### config.mk
export PLATFORM = sky130hd
export DESIGN_NAME = mw_cook_ctrl_flat
export DESIGN_NICKNAME = d
export VERILOG_FILES = /design/src/rtl/mw_pkg.sv /design/src/rtl/mw_cook_ctrl_if.sv /design/src/rtl/mw_edge_det.sv /design/src/rtl/mw_cook_ctrl.sv /design/src/flat_wrapper.sv
export SDC_FILE = /design/constraint.sdc
export NUM_CORES = 1
export LEC_CHECK = 0
export CORE_MARGIN = 4
export CORE_UTILIZATION = 55
export DETAILED_ROUTE_END_ITERATION = 7
export PLACE_DENSITY = 0.76
export SYNTH_ARGS = -nofsm -noshare
export SYNTH_HDL_FRONTEND = slang
export SYNTH_SLANG_ARGS = --single-unit
### constraint.sdc
create_clock -name clk -period 4.7 [get_ports clk]
set_clock_uncertainty 0.05 [all_clocks]
set_input_delay 0.705 -clock clk [delete_from_list [all_inputs] [get_ports clk]]
set_output_delay 0.705 -clock clk [all_outputs]
set_load 0.02 [all_outputs]
### src/rtl/mw_pkg.sv
// Shared types for the microwave cooking controller: state encoding, BCD time
// register layout and the BCD helper functions.
package mw_pkg;

    localparam int unsigned BCD_W = 4;

    typedef logic [BCD_W-1:0] bcd_t;

    typedef enum logic [1:0] {
        StIdle  = 2'd0,
        StCook  = 2'd1,
        StPause = 2'd2,
        StDone  = 2'd3
    } state_e;

    typedef struct packed {
        bcd_t min;
        bcd_t tens;
        bcd_t ones;
    } cook_time_t;

    // Caller guarantees t != 0:00, so the minute digit never wraps.
    function automatic cook_time_t bcd_dec(cook_time_t t);
        cook_time_t r;
        r = t;
        if (t.ones != '0) begin
            r.ones = t.ones - bcd_t'(1);
        end else if (t.tens != '0) begin
            r.tens = t.tens - bcd_t'(1);
            r.ones = bcd_t'(9);
        end else begin
            r.min  = t.min - bcd_t'(1);
            r.tens = bcd_t'(5);
            r.ones = bcd_t'(9);
        end
        return r;
    endfunction

    function automatic bcd_t onehot_to_bcd(logic [9:0] k);
        bcd_t r;
        r = '0;
        for (int i = 0; i < 10; i++) begin
            if (k[i]) r = bcd_t'(i);
        end
        return r;
    endfunction

endpackage

### src/rtl/mw_cook_ctrl_if.sv
// Panel-side signal bundle of the cooking controller: keypad, buttons, door
// switch in; BCD display digits, magnetron, buzzer and debug state out.
interface mw_cook_ctrl_if;
    import mw_pkg::*;

    logic [9:0] kbd;
    logic       startn;
    logic       stopn;
    logic       clearn;
    logic       door_closed;
    bcd_t       sec_ones;
    bcd_t       sec_tens;
    bcd_t       min;
    logic       mag_on;
    logic       buzz;
    logic [1:0] state;

    modport master (
        output kbd, startn, stopn, clearn, door_closed,
        input  sec_ones, sec_tens, min, mag_on, buzz, state
    );

    modport slave (
        input  kbd, startn, stopn, clearn, door_closed,
        output sec_ones, sec_tens, min, mag_on, buzz, state
    );

endinterface

### src/rtl/mw_edge_det.sv
// Registered rising-edge detector; callers invert active-low inputs so the
// reset value of zero means "released".
module mw_edge_det #(
    parameter int unsigned W = 1
) (
    input  logic         clk,
    input  logic         rstn,
    input  logic [W-1:0] level,
    output logic [W-1:0] pulse
);

    logic [W-1:0] level_q;

    always_ff @(posedge clk or negedge rstn) begin
        if (!rstn) level_q <= '0;
        else       level_q <= level;
    end

    assign pulse = level & ~level_q;

endmodule

### src/rtl/mw_cook_ctrl.sv
// Microwave cooking controller: keypad digit entry, start/stop/clear/door FSM,
// 1 s countdown prescaler, magnetron enable and end-of-cycle buzzer.
module mw_cook_ctrl
    import mw_pkg::*;
#(
    parameter int unsigned TICK_DIV  = 100,
    parameter int unsigned DONE_SECS = 3
) (
    input logic          clk,
    input logic          rstn,
    mw_cook_ctrl_if.slave bus
);

    localparam int unsigned PW = (TICK_DIV > 1) ? $clog2(TICK_DIV) : 1;
    localparam int unsigned DW = (DONE_SECS > 1) ? $clog2(DONE_SECS) : 1;

    logic [9:0]    key_edge;
    logic [2:0]    btn_edge;
    logic          start_e, stop_e, clear_e, any_edge, tick, enter_run;
    state_e        state_q, state_d;
    cook_time_t    cook_q, cook_d;
    logic [PW-1:0] presc_q, presc_d;
    logic [DW-1:0] done_cnt_q, done_cnt_d;

    mw_edge_det #(.W(10)) u_kbd_edge (
        .clk   (clk),
        .rstn  (rstn),
        .level (bus.kbd),
        .pulse (key_edge)
    );

    mw_edge_det #(.W(3)) u_btn_edge (
        .clk   (clk),
        .rstn  (rstn),
        .level (~{bus.startn, bus.stopn, bus.clearn}),
        .pulse (btn_edge)
    );

    assign start_e  = btn_edge[2];
    assign stop_e   = btn_edge[1];
    assign clear_e  = btn_edge[0];
    assign any_edge = (|key_edge) | (|btn_edge);
    // Only meaningful in COOK/DONE; the prescaler is frozen elsewhere.
    assign tick     = (presc_q == PW'(TICK_DIV - 1));

    always_comb begin
        state_d = state_q;
        cook_d  = cook_q;
        unique case (state_q)
            StIdle: begin
                if (clear_e || stop_e) begin
                    cook_d = '0;
                end else if (start_e && (cook_q != '0) && bus.door_closed) begin
                    state_d = StCook;
                end else if ($onehot(key_edge)) begin
                    cook_d = '{min: cook_q.tens, tens: cook_q.ones, ones: onehot_to_bcd(key_edge)};
                end
            end
            StCook: begin
                if (clear_e) begin
                    state_d = StIdle;
                    cook_d  = '0;
                end else if (stop_e || !bus.door_closed) begin
                    state_d = StPause;
                end else if (tick) begin
                    cook_d = bcd_dec(cook_q);
                    if (cook_d == '0) state_d = StDone;
                end
            end
            StPause: begin
                if (clear_e || stop_e) begin
                    state_d = StIdle;
                    cook_d  = '0;
                end else if (start_e && bus.door_closed) begin
                    state_d = StCook;
                end
            end
            StDone: begin
                cook_d = '0;
                if (any_edge || (tick && (done_cnt_q == DW'(DONE_SECS - 1)))) state_d = StIdle;
            end
            default: state_d = StIdle;
        endcase
    end

    assign enter_run = (state_d != state_q) && ((state_d == StCook) || (state_d == StDone));

    always_comb begin
        presc_d    = presc_q;
        done_cnt_d = done_cnt_q;
        if (enter_run) begin
            presc_d = '0;
        end else if ((state_q == StCook) || (state_q == StDone)) begin
            presc_d = tick ? '0 : presc_q + PW'(1);
        end
        if ((state_d == StDone) && (state_q != StDone)) begin
            done_cnt_d = '0;
        end else if ((state_q == StDone) && tick) begin
            done_cnt_d = done_cnt_q + DW'(1);
        end
    end

    always_ff @(posedge clk or negedge rstn) begin
        if (!rstn) begin
            state_q    <= StIdle;
            cook_q     <= '0;
            presc_q    <= '0;
            done_cnt_q <= '0;
        end else begin
            state_q    <= state_d;
            cook_q     <= cook_d;
            presc_q    <= presc_d;
            done_cnt_q <= done_cnt_d;
        end
    end

    assign bus.sec_ones = cook_q.ones;
    assign bus.sec_tens = cook_q.tens;
    assign bus.min      = cook_q.min;
    assign bus.state    = state_q;
    assign bus.mag_on   = (state_q == StCook);
    assign bus.buzz     = (state_q == StDone);

endmodule

### src/flat_wrapper.sv
// flat-port wrapper written by rule: the top's interface ports become plain ports
module mw_cook_ctrl_flat import mw_pkg::*;
#(
    parameter int unsigned TICK_DIV  = 100,
    parameter int unsigned DONE_SECS = 3
)
  (clk, rstn, bus_kbd, bus_startn, bus_stopn, bus_clearn, bus_door_closed, bus_sec_ones, bus_sec_tens, bus_min, bus_mag_on, bus_buzz, bus_state);
  mw_cook_ctrl_if bus_i ();
  input logic clk;
  input logic rstn;
  input wire logic [$bits(bus_i.kbd)-1:0] bus_kbd;
  input wire logic [$bits(bus_i.startn)-1:0] bus_startn;
  input wire logic [$bits(bus_i.stopn)-1:0] bus_stopn;
  input wire logic [$bits(bus_i.clearn)-1:0] bus_clearn;
  input wire logic [$bits(bus_i.door_closed)-1:0] bus_door_closed;
  output wire logic [$bits(bus_i.sec_ones)-1:0] bus_sec_ones;
  output wire logic [$bits(bus_i.sec_tens)-1:0] bus_sec_tens;
  output wire logic [$bits(bus_i.min)-1:0] bus_min;
  output wire logic [$bits(bus_i.mag_on)-1:0] bus_mag_on;
  output wire logic [$bits(bus_i.buzz)-1:0] bus_buzz;
  output wire logic [$bits(bus_i.state)-1:0] bus_state;
  assign bus_i.kbd = bus_kbd;
  assign bus_i.startn = bus_startn;
  assign bus_i.stopn = bus_stopn;
  assign bus_i.clearn = bus_clearn;
  assign bus_i.door_closed = bus_door_closed;
  assign bus_sec_ones = bus_i.sec_ones;
  assign bus_sec_tens = bus_i.sec_tens;
  assign bus_min = bus_i.min;
  assign bus_mag_on = bus_i.mag_on;
  assign bus_buzz = bus_i.buzz;
  assign bus_state = bus_i.state;
  mw_cook_ctrl #(.TICK_DIV(TICK_DIV), .DONE_SECS(DONE_SECS)) u_core (.clk(clk), .rstn(rstn), .bus(bus_i));
endmodule
## Yosys cells after proc, flatten, opt, wreduce, memory -nomap -nowiden

Index checks and enable logic that the tools add are counted.

| operators by class | value |
|---|---|
| $add $sub $neg | 14 |
| eq/ne operators | 15 |
| multiplexer cells | 44 |
| bitwise logic cells | 6 |
| reduce and logical (&&, ||, !) cells | 23 |

Operator list:

| cell | count |
|---|---|
| $mux W12 | 7 |
| $mux W8 | 6 |
| $pmux W12 S4 | 1 |
| $mux W4 | 8 |
| $mux W2 | 13 |
| $mux W7 | 3 |
| $add A4 B4 Y4 | 4 |
| $logic_not A12 Y1 | 1 |
| $mux W3 | 4 |
| $reduce_bool A12 Y1 | 1 |
| $sub A4 B1 Y4 const B | 3 |
| $add A1 B1 Y2 | 5 |
| $and A10 B10 Y10 | 1 |
| $not A10 Y10 | 1 |
| $reduce_or A10 Y1 | 1 |
| $eq A2 B2 Y1 const B | 4 |
| $pmux W2 S4 | 1 |
| $reduce_bool A4 Y1 | 2 |
| $add A7 B1 Y7 const B | 1 |
| $eq A7 B7 Y1 const B | 1 |
| $logic_and A1 B1 Y1 | 7 |
| $ne A3 B1 Y1 const B | 2 |
| $not A3 Y3 | 2 |
| $logic_or A1 B1 Y1 | 5 |
| 16 further kinds | 18 |

| word-level totals | value |
|---|---|
| bits in registers | 36 |
| input bits | 16 |
| output and inout bits | 16 |
| word-level logic and storage cells | 110 |

## Depth between registers and ports, before layout

| depth | value |
|---|---|
| word-level depth | 17 |
| depth in mapped cells | 15 |
| mapped depth without buffers | 14 |

## Modules after synthesis

From an unflattened synthesis, not the netlist that was laid out.

| unflattened totals | value |
|---|---|
| cells, all modules | 245 |
| area, all modules | 2442.3 um^2 |

By module, submodules not included:

| module | times used | cells an instance | area each (um^2) |
|---|---|---|---|
| mw_cook_ctrl | 1 | 219 | 1938.1 |
| mw_edge_det at u_core.u_kbd_edge | 1 | 20 | 387.9 |
| mw_edge_det at u_core.u_btn_edge | 1 | 6 | 116.4 |

## Least setup slack after synthesis

OpenSTA, ideal clock, no wires.

| timing path | value |
|---|---|
| path type | input to register |
| start point | in bus_kbd[4] |
| end point | reg u_core.cook_q, in the netlist u_core.bus.sec_ones[0] |
| library setup time | 0.127 ns |
| data arrival time | 4.010 ns |
| data required time | 4.523 ns |
| slack | 0.512 ns |
| stages on the path | 11 |
| path through | nor2b_1 ha_1 inv_1 fa_1 fa_1 inv_1 fa_1 fa_1 o41ai_1 and3_4 mux2_1 |

| between the ends | value |
|---|---|
| longest elaborated chain between the ends | 11 |
| elaborated cells between the ends (all ways) | 18 |
| those cells by class | add/sub (4); eq/ne (2); mux (10); bitwise (1); reduce/logical (1) |

RTL lines:

| element | line | source |
|---|---|---|
| from (decl) | flat_wrapper.sv:11 | `input wire logic [$bits(bus_i.kbd)-1:0] bus_kbd;` |
| $and A10 B10 Y10 (*) | mw_edge_det.sv:19 | `assign pulse = level & ~level_q;` |
| parallel branches: the longest is 10 deep, another holds $add A4 B4 Y4 | - |  |
| to (signal assigned) | mw_cook_ctrl.sv:111 | `cook_q <= cook_d;` |
| to (decl) | mw_cook_ctrl.sv:21 | `cook_time_t cook_q, cook_d;` |

Every way passes the cells marked *. The select of a mux whose other input is x is not followed.
A chain may end at the register's enable or synchronous reset.

## Worst setup path after layout

| timing path | value |
|---|---|
| start point | in bus_kbd[4] |
| end point | reg u_core.cook_q, in the netlist u_core.bus.sec_tens[3] |

| between the ends | value |
|---|---|
| longest elaborated chain between the ends | 8 |

RTL lines:

| element | line | source |
|---|---|---|
| $and A10 B10 Y10 | mw_edge_det.sv:19 |  |
| $add A1 B1 Y2 (not written as such) | mw_cook_ctrl.sv:55 | `end else if ($onehot(key_edge)) begin` |
| $add A4 B4 Y4 (not written as such) (3 in a row) | mw_cook_ctrl.sv:55 |  |
| $eq A4 B1 Y1 | mw_cook_ctrl.sv:55 |  |
| $ne A3 B1 Y1 (no line) | - |  |
| $reduce_and A5 Y1 (no line) | - |  |

No other way between the ends.

==> results.toml <==
[synth]
yosysMostFrequentCell = "dfrtp_1"
ys_top_cells_by_area = "dfrtp_1, ha_1, fa_1"
postSynthAreaPerCell_um2 = 9.69
yosys_warnings = 0
synthAdderAreaFrac_pct = 13.6
synth_compound_area_share_pct = 17.5
ys_ff_latch = 36
synth-simple-area-share_pct = 23.0
synth_edf_count = 0
yosys.area.top_type = "dfrtp_1"
synth_top_family_by_area = "simple AND/OR/NAND/NOR gates"
syn_nets = 291
async_reset_ff_share_pct = 100
synthCells = 252
netlist-cell-type-count = 60
synth_area_um2 = 2440
synth_ff_type = "dfrtp_1"
yosysTopAreaCellShare_pct = 36.9
synth_xor_area_share_pct = 1.08
synth_common_cells = "dfrtp_1, inv_1, nand2_1, nor2_1, ha_1"
seq_area_frac_synth_pct = 36.9
synthMuxAreaShare_pct = 1.33

[drt]
drtIter0Drc = 228
route.detailed.drc = 0
via_count = 2014
viasPerCell = 5.94
drtPass1Iterations = 5
ant_nets = 0
wire_per_inst_um = 15.8
totalWireLength_mm = 5.35

[setup_path]
arrival_ns = 4.56
slowest_stage = "fa_1"
crit_path_end_kind = "register"
crit_top_cell = "fa_1"
crit_path_max_incr_delay_ns = 0.51
crit_start = "bus_kbd[4]"
reg2reg_from = "u_core.u_kbd_edge.level_q[2]$_DFF_PN0_"
critical_path_class = "in2reg"
startpoint_type = "input pin"
cp.required_ns = 4.82
critPathMaxFanout = 10
path_cells = "clkdlybuf4s50_1, nor2b_1, ha_1, inv_1, fa_1, fa_1, inv_1, fa_1, fa_1, o41ai_2, buf_4, nand4_1, a32o_1"

[placement]
hpwl_mm = 4.08
dp.cells = 331
gp_congestion = 0.844
place_ws_ns = -0.0438
port_buffers = 31

[clocking]
post_cts_resize_count = 0
postCtsHoldBufs = 0
cts_tree = "yes"
cts_htree_levels = 2
cts_made_buffers = 5
worstSkewPairLatency_ns = 0.28
clkTransAtPathRegs_ns = 0.07
post_cts_buffers = 0
cts_buffer_depth = 2
cts.sinks = 36
root_buffer = "clkbuf_8"

[finish]
finalNonFillerCells = 339
fin_nets = 327
area_growth_pct = 18.9
num_antenna_cells = 0
drive_above_1_share_pct = 9.34

[floorplan]
start_util_pct = 58.9
fp.dieH_um = 74.6
rows = 23
die_area_um2 = 5570
io_pins = 32
coreArea_um2 = 4140
die_w_um = 74.6

[timing]
drv_slew = 0
hold_viol = 0
fin_crit_sh_pct = 94.4
slew-limit-headroom_pct = 20.4
worst_pin_slew_ns = 1.18
max_freq_mhz = 225
fin_crit_ns = 4.44
setup_viol_count_final = 0
worst_slack_ns = 0.263
rsz0062_at_grt = "false"

[power]
p_leak_uw = 0.00130
p_per_area_nw_per_um2 = 501
total_power_uw = 1450
peakVddDrop_mv = 0.232

[grt]
grt_use_total_pct = 21.7
grt_pass1_vias = 2018
grt_pass1_wl_mm = 9.27
antenna_found_initial = 0
gr-total-overflow = 0
grt_max_degree = 37

[run_status]
status = "completed"

[min_path]
hp-class = "in2async"

[flow_run]
maxCapViolCount = 0
-- through the flow --
step	TNS [ns]	util [%]	instance area [um2]	hold slack, ns
finish	0	70.0	2900	0.457
global route	0	70.0	2900	0.474
CTS	0	70.0	2900	0.457
detailed placement	-0.243	67.9	2810	0.445
global placement	0	67.9	2810	0.442
floorplan	0	-	2440	0.359
-- cell usage in the layout (no fill, tap or decap), drive strengths merged, types with 3 or more instances in the layout --
master	n
o21ai	9
inv	28
ha	17
buf	8
nor2	19
fa	6
a32oi	4
nand4	9
nor3	10
o2bb2ai	8
nand2	18
nor2b	5
nand2b	7
clkbuf	8
dfrtp	36
nor4	6
and2	3
or3	3
a31oi	4
nand3	4
clkdlybuf4s50	30
a21oi	11
-- worst paths after layout --
| kind | cells past startpoint | slack [ns] | end |
|---|---|---|---|
| max | 13 | 0.26 | u_core.bus.sec_tens[3]$_DFFE_PN0P_ |
| min | 1 | 0.46 | u_core.bus.sec_tens[1]$_DFFE_PN0P_ |
| max reg2reg | 12 | 0.80 | u_core.bus.sec_tens[3]$_DFFE_PN0P_ |
| min reg2reg | 1 | 0.46 | u_core.presc_q[6]$_DFFE_PN0P_ |
| max in group asynchronous | 1 | 3.63 | u_core.u_btn_edge.level_q[0]$_DFF_PN0_ |
| min in group clk | 1 | 0.46 | u_core.presc_q[6]$_DFFE_PN0P_ |
-- worst max-delay path: cells and delay by family --
| family | cells | cell delay, ns |
|---|---|---|
| fa+ha+maj | 5 | 2.09 |
| compound gates | 2 | 0.62 |
| simple gates | 2 | 0.32 |
| buf+inv | 4 | 0.83 |
-- layout make-up --
cell class / instances / area [um2]
clock buffers: 8 / 90.1
flip-flops and latches: 36 / 901
multi-input cells: 179 / 1390
well taps: 50 / 62.6
inverters: 28 / 105
fillers: 335 / 1240
repair buffers: 38 / 358
-- sequential cells by signal, indices dropped and copies added (netlist names) --
| register | cells |
|---|---|
| u_core.bus.sec_ones | 4 |
| u_core.u_btn_edge.level_q | 3 |
| u_core.bus.min | 4 |
| u_core.bus.state | 2 |
| u_core.u_kbd_edge.level_q | 10 |
| u_core.bus.sec_tens | 4 |
| u_core.done_cnt_q | 2 |
| u_core.presc_q | 7 |
-- where the power goes --
group | switching, uW | internal [uW] | leakage (uW)
Clock | 107 | 120 | 0.0000455
Combinational | 382 | 320 | 0.000799
Sequential | 136 | 390 | 0.000455
Total | 625 | 829 | 0.00130
-- cell families after synthesis --
logic type | Yosys count
AO/OA/AOI/OAI | 57
XOR/XNOR | 3
adder cells (fa/ha/maj) | 23
buffers and inverters | 37
flip-flops | 36
multiplexers | 3
AND/OR/NAND/NOR | 93
-- layer usage --
| metal | wire [um] | share of wire (%) | track usage, % | vias to the layer above |
|---|---|---|---|---|
| li1 | - | - | - | 989 |
| met5 | 0 | 0 | 0 | - |
| met2 | 2580 | 48 | 34.9 | 69 |
| met4 | 95 | 1.8 | 8.70 | 0 |
| met3 | 300 | 5.6 | 4.54 | 12 |
| met1 | 2380 | 44 | 28.6 | 944 |
Power figures use the tool's default switching activity.
